===== config.mk =====
export PLATFORM = sky130hd
export DESIGN_NAME = collision_search_scheduler
export DESIGN_NICKNAME = d
export VERILOG_FILES = /design/src/rtl/collision_search_scheduler.sv
export SDC_FILE = /design/constraint.sdc
export NUM_CORES = 2
export LEC_CHECK = 0
export ABC_AREA = 1
export ABC_CLOCK_PERIOD_IN_PS = 15700
export BUFFER_PORTS_ARGS = -buffer_cell sky130_fd_sc_hd__buf_2
export CAP_MARGIN = 10
export CORE_AREA = 2 2 404 406
export DETAILED_ROUTE_END_ITERATION = 6
export DIE_AREA = 0 0 406 408
export GPL_ROUTABILITY_DRIVEN = 0
export PLACE_DENSITY = 0.37
export RECOVER_POWER = 50
export SETUP_SLACK_MARGIN = 0.2
export SYNTH_ARGS = -nofsm -noshare
export SYNTH_HDL_FRONTEND = slang
export SYNTH_SLANG_ARGS = --single-unit

===== constraint.sdc =====
create_clock -name clk -period 15.7 [get_ports clk]
set_input_delay 1.57 -clock clk [delete_from_list [all_inputs] [get_ports clk]]
set_output_delay 1.57 -clock clk [all_outputs]
set_load 0.05 [all_outputs]

===== src/rtl/collision_search_scheduler.sv =====
// Multi-lane collision search scheduler: hands ascending counters to LANES hash lanes and
// reports the lowest counter whose returned digest has at least `target` leading zero bits.
module collision_search_scheduler #(
   parameter int LANES    = 4,
   parameter int DIGEST_W = 160,
   parameter int CNT_W    = 32,
   parameter int TGT_W    = 8
) (
   input  logic                      clk,
   input  logic                      reset,
   input  logic                      start,
   input  logic                      abort,
   input  logic [TGT_W-1:0]          target,
   input  logic [CNT_W-1:0]          base_counter,
   input  logic [CNT_W-1:0]          limit,
   output logic [LANES-1:0]          issue_valid,
   input  logic [LANES-1:0]          issue_ready,
   output logic [LANES*CNT_W-1:0]    issue_counter,
   input  logic [LANES-1:0]          dig_valid,
   input  logic [LANES*DIGEST_W-1:0] dig_data,
   input  logic [LANES*CNT_W-1:0]    dig_counter,
   output logic [CNT_W-1:0]          digests_computed,
   output logic                      busy,
   output logic                      done,
   output logic                      found,
   output logic [CNT_W-1:0]          result
);

   typedef enum logic [1:0] {S_IDLE, S_RUN, S_DRAIN, S_DONE} state_t;

   state_t           state_q, state_d;
   logic [TGT_W-1:0] target_q, target_d;
   logic [CNT_W-1:0] base_q, base_d, limit_q, limit_d, next_ctr_q, next_ctr_d;
   logic [CNT_W-1:0] issued_q, issued_d, outstanding_q, outstanding_d;
   logic [CNT_W-1:0] digests_q, digests_d, best_off_q, best_off_d, result_q, result_d;
   logic             found_q, found_d;

   logic [CNT_W-1:0] remaining, hs_cnt, ret_cnt, cand_off, cand_ctr, lane_ctr, lane_off;
   logic             ret_en, cand_hit, start_ok, limit_reached;

   // A target beyond the digest width can never be met.
   function automatic logic meets_target(input logic [DIGEST_W-1:0] dig,
                                         input logic [TGT_W-1:0] tgt);
      logic ok;
      ok = (int'(tgt) <= DIGEST_W);
      for (int b = 0; b < DIGEST_W; b++)
         if ((b < int'(tgt)) && dig[DIGEST_W-1-b]) ok = 1'b0;
      return ok;
   endfunction

   function automatic logic [CNT_W-1:0] popcount(input logic [LANES-1:0] v);
      logic [CNT_W-1:0] n;
      n = '0;
      for (int i = 0; i < LANES; i++) n = n + CNT_W'(v[i]);
      return n;
   endfunction

   always_ff @(posedge clk) begin
      if (!reset) state_q <= S_IDLE;
      else        state_q <= state_d;
   end

   always_comb begin
      state_d = state_q;
      unique case (state_q)
         S_IDLE:  if (start) state_d = S_RUN;
         S_RUN:   if (cand_hit || abort || limit_reached) state_d = S_DRAIN;
         S_DRAIN: if (outstanding_d == '0) state_d = S_DONE;
         S_DONE:  if (start) state_d = S_RUN;
         default: state_d = S_IDLE;
      endcase
   end

   // Handshaking lanes take consecutive counters in lane order, so each lane's counter
   // depends on how many lower lanes accept in the same cycle.
   always_comb begin
      busy          = (state_q == S_RUN) || (state_q == S_DRAIN);
      done          = (state_q == S_DONE);
      remaining     = limit_q - issued_q;
      hs_cnt        = '0;
      issue_valid   = '0;
      issue_counter = '0;
      for (int i = 0; i < LANES; i++) begin
         issue_counter[i*CNT_W +: CNT_W] = next_ctr_q + hs_cnt;
         issue_valid[i] = (state_q == S_RUN) && ((limit_q == '0) || (CNT_W'(i) < remaining));
         if (issue_valid[i] && issue_ready[i]) hs_cnt = hs_cnt + CNT_W'(1);
      end
   end

   // Hits are ranked by distance from the base so the search order survives counter wrap.
   always_comb begin
      ret_en   = busy;
      ret_cnt  = ret_en ? popcount(dig_valid) : '0;
      cand_hit = 1'b0;
      cand_off = '0;
      cand_ctr = '0;
      lane_ctr = '0;
      lane_off = '0;
      for (int i = 0; i < LANES; i++) begin
         lane_ctr = dig_counter[i*CNT_W +: CNT_W];
         lane_off = lane_ctr - base_q;
         if (ret_en && dig_valid[i] && meets_target(dig_data[i*DIGEST_W +: DIGEST_W], target_q)
             && (!cand_hit || (lane_off < cand_off))) begin
            cand_hit = 1'b1;
            cand_off = lane_off;
            cand_ctr = lane_ctr;
         end
      end
   end

   always_comb begin
      start_ok      = start && ((state_q == S_IDLE) || (state_q == S_DONE));
      limit_reached = (limit_q != '0) && ((issued_q + hs_cnt) >= limit_q);
      target_d      = target_q;
      base_d        = base_q;
      limit_d       = limit_q;
      next_ctr_d    = next_ctr_q;
      issued_d      = issued_q;
      outstanding_d = outstanding_q;
      digests_d     = digests_q;
      found_d       = found_q;
      best_off_d    = best_off_q;
      result_d      = result_q;
      if (start_ok) begin
         target_d      = target;
         base_d        = base_counter;
         limit_d       = limit;
         next_ctr_d    = base_counter;
         issued_d      = '0;
         outstanding_d = '0;
         digests_d     = '0;
         found_d       = 1'b0;
         best_off_d    = '0;
         result_d      = '0;
      end else if (ret_en) begin
         next_ctr_d    = next_ctr_q + hs_cnt;
         issued_d      = issued_q + hs_cnt;
         outstanding_d = outstanding_q + hs_cnt - ret_cnt;
         digests_d     = digests_q + ret_cnt;
         if (cand_hit && (!found_q || (cand_off < best_off_q))) begin
            found_d    = 1'b1;
            best_off_d = cand_off;
            result_d   = cand_ctr;
         end
      end
   end

   always_ff @(posedge clk) begin
      if (!reset) begin
         target_q      <= '0;
         base_q        <= '0;
         limit_q       <= '0;
         next_ctr_q    <= '0;
         issued_q      <= '0;
         outstanding_q <= '0;
         digests_q     <= '0;
         found_q       <= 1'b0;
         best_off_q    <= '0;
         result_q      <= '0;
      end else begin
         target_q      <= target_d;
         base_q        <= base_d;
         limit_q       <= limit_d;
         next_ctr_q    <= next_ctr_d;
         issued_q      <= issued_d;
         outstanding_q <= outstanding_d;
         digests_q     <= digests_d;
         found_q       <= found_d;
         best_off_q    <= best_off_d;
         result_q      <= result_d;
      end
   end

   assign digests_computed = digests_q;
   assign found            = found_q;
   assign result           = result_q;

   a_no_underflow: assert property (@(posedge clk) disable iff (!reset)
      ret_en |-> (ret_cnt <= outstanding_q));
   a_no_stray_return: assert property (@(posedge clk) disable iff (!reset)
      (ret_en && (dig_valid != '0)) |-> (outstanding_q != '0));

endmodule


### After elaboration in Yosys (flattened, before gate mapping)

Index checks and enable logic that the tools add are counted.

| word-level totals | value |
|---|---|
| register bits | 267 |
| bits of input ports | 852 |
| output and inout port bits | 199 |
| word-level logic and storage cells | 1559 |

| operators by class | value |
|---|---|
| add/subtract/negate cells | 19 |
| order comparisons | 170 |
| equal/unequal tests | 6 |
| multiplexer cells | 665 |
| bitwise operators | 1 |
| reduce and logical (&&, ||, !) cells | 687 |

Operators by type and width:

| kind | count |
|---|---|
| logical AND 1 bit | 662 |
| two-way mux 1 bit | 645 |
| less-than comparator 7 x 8 -> 1 bit (first input constant) | 64 |
| two-way mux 32 bit | 15 |
| less-than comparator 6 x 8 -> 1 bit (first input constant) | 32 |
| less-than comparator 8 bit (first input constant) | 32 |
| adder 32 bit | 6 |
| subtractor 32 bit | 5 |
| less-than comparator 32 bit | 4 |
| less-than comparator 5 x 8 -> 1 bit (first input constant) | 16 |
| adder 32 x 1 -> 32 bit (second input constant) | 3 |
| logical NOT 32 bit | 2 |
| less-than comparator 1 x 32 -> 1 bit (first input constant) | 2 |
| less-than comparator 2 x 32 -> 1 bit (first input constant) | 2 |
| less-than comparator 4 x 8 -> 1 bit (first input constant) | 8 |
| adder 32 x 4 -> 32 bit | 1 |
| >= comparator 32 bit | 1 |
| less-than comparator 3 x 8 -> 1 bit (first input constant) | 4 |
| nonzero test 32 bit | 1 |
| subtractor 32 x 4 -> 32 bit | 1 |
| less-than comparator 1 x 8 -> 1 bit (first input constant) | 2 |
| less-than comparator 2 x 8 -> 1 bit (first input constant) | 2 |
| logical OR 1 bit | 12 |
| <= comparator 8 bit (second input constant) | 1 |
| other kinds (17) | 25 |

### Longest topological paths before layout

| depth | value |
|---|---|
| depth in word-level cells | 180 |
| depth in mapped cells | 104 |
| gate-level depth less buffers | 99 |

### Worst setup path before layout

OpenSTA, ideal clock, no wires.

| timing path | value |
|---|---|
| kind | in2reg |
| from | in dig_counter[0] |
| to | reg result_q[31] (netlist: result[31]) |
| data arrival time | 11902 ps |
| data required time | 15636 ps |
| slack | 3733 ps |
| cell stages on the path | 91 |
| path buffers | 8 |
| cell sequence | inv_1 ha_1 inv_1 fa_1 nand2_1 o21ai_0 nand3_1 nand2_1 nand3_1 nand2_1 nand3_1 nand2_1 nand3_1 nand2_1 nand3_1 nand2_1 inv_1 o21ai_0 (+55 left out) clkbuf_1 buf_1 nand2_1 o21ai_0 inv_1 ha_1 a21oi_1 nand3b_1 a21oi_1 a2111oi_0 nand2_1 nand2_1 nand2_1 nand2_4 buf_6 buf_6 a21oi_1 nor2_1 |

| between the ends | value |
|---|---|
| word-level cells in the longest chain between the ends | 18 |
| elaborated cells between the ends (all ways) | 26 |
| classes of those cells | add/sub: 1; order compare: 4; mux: 10; reduce/logical: 11 |

RTL lines:

| item | line | source |
|---|---|---|
| start, declared | 21 | `input logic [LANES*CNT_W-1:0] dig_counter,` |
| subtractor 32 bit * | 101 | `lane_off = lane_ctr - base_q;` |
| two-way mux 32 bit * | 102 | `if (ret_en && dig_valid[i] && meets_target(dig_data[i*DIGEST_W +: DIGEST_W], target_q)` |
| less-than comparator 32 bit | 103 | `&& (!cand_hit \|\| (lane_off < cand_off))) begin` |
| logical OR 1 bit | 103 |  |
| logical AND 1 bit | 103 |  |
| two-way mux 32 bit / two-way mux 1 bit (equally long branches) | 102 |  |
| less-than comparator 32 bit / logical NOT 1 bit (equally long branches) | 103 |  |
| logical OR 1 bit | 103 |  |
| (+3 left out) | -- |  |
| logical OR 1 bit | 103 |  |
| logical AND 1 bit | 103 |  |
| two-way mux 32 bit * | 102 |  |
| net cand_off[9] | 38 | `logic [CNT_W-1:0] remaining, hs_cnt, ret_cnt, cand_off, cand_ctr, lane_ctr, lane_off;` |
| less-than comparator 32 bit * | 140 | `if (cand_hit && (!found_q \|\| (cand_off < best_off_q))) begin` |
| logical OR 1 bit * | 140 |  |
| logical AND 1 bit * | 140 |  |
| AND reduction 2 bit (no line) * | -- |  |
| end signal, assigned | 170 | `result_q <= result_d;` |
| end, declared | 35 | `logic [CNT_W-1:0] digests_q, digests_d, best_off_q, best_off_d, result_q, result_d;` |

The timed path passes the listed nets; every way through them passes the cells marked *.
A chain may end at the register's enable or synchronous reset.

### Worst setup path after layout

| timing path | value |
|---|---|
| from | in dig_counter[0] |
| to | reg best_off_q[0] |

| between the ends | value |
|---|---|
| word-level cells in the longest chain between the ends | 18 |
| elaborated cells between the ends (all ways) | 23 |
| classes of those cells | add/sub: 1; order compare: 4; mux: 7; reduce/logical: 11 |

RTL lines:

| item | line | source |
|---|---|---|
| subtractor 32 bit * | 101 |  |
| two-way mux 32 bit * | 102 |  |
| less-than comparator 32 bit | 103 |  |
| logical OR 1 bit | 103 |  |
| logical AND 1 bit | 103 |  |
| two-way mux 32 bit / two-way mux 1 bit (equally long branches) | 102 |  |
| less-than comparator 32 bit / logical NOT 1 bit (equally long branches) | 103 |  |
| logical OR 1 bit | 103 |  |
| (+3 left out) | -- |  |
| logical OR 1 bit | 103 |  |
| logical AND 1 bit | 103 |  |
| two-way mux 32 bit * | 102 |  |
| net cand_off[5] | 38 |  |
| less-than comparator 32 bit * | 140 |  |
| logical OR 1 bit * | 140 |  |
| logical AND 1 bit * | 140 |  |
| AND reduction 2 bit (no line) * | -- |  |
| end signal, assigned | 169 | `best_off_q <= best_off_d;` |
| end, declared | 35 |  |

Marks and branches as above.

==> results_dict.tcl <==
set metrics [dict create \
    slew_violations 283 \
    grt_pass1_vias 42500 \
    ys_seq_area_share_pct 15.9 \
    hold_buffers 0 \
    finalClockSkew_ps 30.4 \
    drt_wl_total_um 247000 \
    cts_max_level 2 \
    post-route-util_pct 26.6 \
    nFillCells 18700 \
    pin_count 1051 \
    area_growth_syn_to_layout_pct 28.0 \
    setup_viol 0 \
    start_util_pct 20.8 \
    placed_area_um2 41500 \
    status "finished with violations" \
    drtIter0Drc 4991 \
    power_density_nw_per_um2 179 \
    critPathMaxStageDelay_ps 430 \
    core-area_um2 162000 \
    path_clk_slew_ps 60 \
    cp_common_cell "nand2_1" \
    required_ps 16220 \
    cts_sinks 267 \
    period_share_pct 89.7 \
    avgRoutedWirePerCell_um 28.1 \
    drt-pass1-iter-count 7 \
    drc 13 \
    netlist_area_um2 33600 \
    dp_hpwl_um 214000 \
    antenna_left 0 \
    worstSetupPathType "primary input to flop" \
    die_area_um2 166000 \
    port_buffers 1050 \
    rows 148 \
    max_freq_mhz 71.0 \
    rsz0062_at_grt "false" \
    cts_resized 0 \
    hold_viol_final 0 \
    avgSynthCellArea_um2 6.07 \
    clockBufferDepth 3 \
    hold_path.class "flop to flop" \
    final_nets 7754 \
    clock-root-buffer "clkbuf_16" \
    grt_overflow 0 \
    fp.dieW_um 406 \
    yosysWarnings 0 \
    synth_area_leaders "nand2_1, dfxtp_1, ha_1, a21oi_1, inv_1" \
    synth_edf_count 0 \
    ys_types 65 \
    synth_ff_type "dfxtp_1" \
    vias 45100 \
    grt_pass1_wl_um 332000 \
    slew_headroom_pct -147 \
    cts_setup_buffers 0 \
    final.min_clock_period_ps 14090 \
    vdd.ir_drop.worst_uv 108 \
    grtUsageMet1_pct 38.9 \
    hold_slack_ps 481 \
    violations "design-rule violations, max-capacitance violations, max-slew violations" \
    vias_per_cell 5.13 \
    critPathBufInv 14 \
    tightestPinTransition_ps 3710 \
    path_max_fanout 40 \
    p_leak_uw 0.0207 \
    clock_latency_ps 610 \
    drive_above_1_share_pct 17.9 \
    yosys_register_bits 267 \
    cp-start-kind "primary input" \
    die_h_um 408 \
    cts_tree "done" \
    yosysTopAreaCellShare_pct 16.8 \
    ys_async_sr_fraction_pct 0 \
    max_cap_viol_count 6 \
    total_power_uw 7680 \
    met2_usage_pct 39.9 \
    numCtsBuffers 39 \
    cp_top_family "simple AND/OR/NAND/NOR gates" \
    arrival_ps 14610 \
    track_usage_pct 28.4 \
    grt.busiest_layer "met2" \
    final_area_um2 43000 \
    cpMaxStageDelayCell "o21ai_1" \
    cp-end-kind "flop" \
    fin_setup_tns_ps 0 \
    syn_inst 5529 \
    yosys.area.top_type "nand2_1" \
    grt_max_degree 81 \
    antenna_found_initial 62 \
    use_met3_pct 13.0 \
]
path summary, 6_finish.rpt:
kind | from | endpoint | slack [ps] | cells past startpoint
setup / recovery | dig_counter[0] | best_off_q[0]$_SDFFE_PP0P_ | 1610 | 90
hold / removal | best_off_q[13]$_SDFFE_PP0P_ | best_off_q[13]$_SDFFE_PP0P_ | 480 | 2
setup reg to reg | state_q[0]$_SDFFE_PN0P_ | best_off_q[0]$_SDFFE_PP0P_ | 1640 | 68
hold reg to reg | best_off_q[13]$_SDFFE_PP0P_ | best_off_q[13]$_SDFFE_PP0P_ | 480 | 2
routing by layer:
layer / vias to the layer above / share of wire [%]
met3: 399 / 13
li1: 20700 / -
met5: - / 0.38
met1: 21500 / 45
met2: 2506 / 40
met4: 36 / 2.3
sequential cells by signal (all words and copies together) (netlist names):
name              flops
next_ctr_q           32
found                 1
issued_q             32
outstanding_q        32
limit_q              32
base_q               32
result               32
best_off_q           32
state_q               2
digests_computed     32
target_q              8
cell usage in the layout (no fill, tap or decap), drive strengths merged, types with 24 or more instances in the layout:
cell    count
dfxtp     267
o22ai      37
a21oi     540
nand3b     41
nor3       52
nor4       56
clkbuf    165
buf      1029
o21ai     399
nor2      445
diode      68
nand2    1512
xor2      231
ha        371
nand4     135
o311ai     24
a211oi     34
a31oi      35
nand3     326
xnor2      40
inv       579
worst register-to-register path: cells and delay by family, from the launching register on:
kind	cells	cell delay, ps
AO/OA/AOI/OAI	9	1940
buffers and inverters	11	3370
flip-flops	1	400
adder cells (fa/ha/maj)	5	2310
AND/OR/NAND/NOR	43	5970
logic make-up (layout without fill, tap and decap cells):
group,Yosys count,in the layout,synth area share (%)
other,2,71,0.0224
AOI/OAI and AO/OA,1187,1187,19.7
DFF,267,267,15.9
adders and majority gates,385,385,14.7
buffers and inverters,783,1801,9.00
and+or+nand+nor,2634,2634,33.6
xor gates and xnor gates,271,271,7.07
final cells by class:
class / instances / area [um^2] / area share, %
diodes: 68 / 170 / 0.396
flip-flops and latches: 267 / 5350 / 12.4
clock inverters: 19 / 322 / 0.748
well taps: 2175 / 2720 / 6.33
multi-input cells: 4480 / 25300 / 58.8
clock buffers: 53 / 1120 / 2.60
repair buffers: 1141 / 5810 / 13.5
inverters: 588 / 2210 / 5.14
power breakdown:
group          internal, uW  switching [uW]  leakage, uW
logic                  1620            4070       0.0178
registers               819             158      0.00218
clock network           606             400     0.000697
per-stage QoR:
step                      worst slack, ps  instances
after floorplan                      3730       5530
after global placement                669       8651
after detailed placement              633       8651
after CTS                            1250       8723
after global routing                  120       8760
final                                1610       8791
synth_stat cells (5+ instances only):
cell type,number
o211ai_1,5
o311ai_0,24
buf_2,29
xnor2_1,40
a2111oi_0,16
dfxtp_1,267
clkinv_1,8
nor2_2,7
and2_1,18
a21o_1,8
a22o_1,18
a21boi_0,5
xor2_1,231
nor3b_1,13
o221ai_1,7
o21bai_1,17
fa_1,14
or2_2,19
nand2_2,6
inv_2,14
nand3b_1,41
nand4_1,135
a31oi_1,35
o21ai_1,26
a211oi_1,34
nand3_1,326
nand2_1,1504
nor2_1,434
nor3_1,52
o21ai_0,373
o22ai_1,37
a221oi_1,10
a21oi_1,540
buf_1,20
nor4_1,55
clkbuf_1,138
ha_1,371
inv_1,565
(Power assumes the default switching activity.)
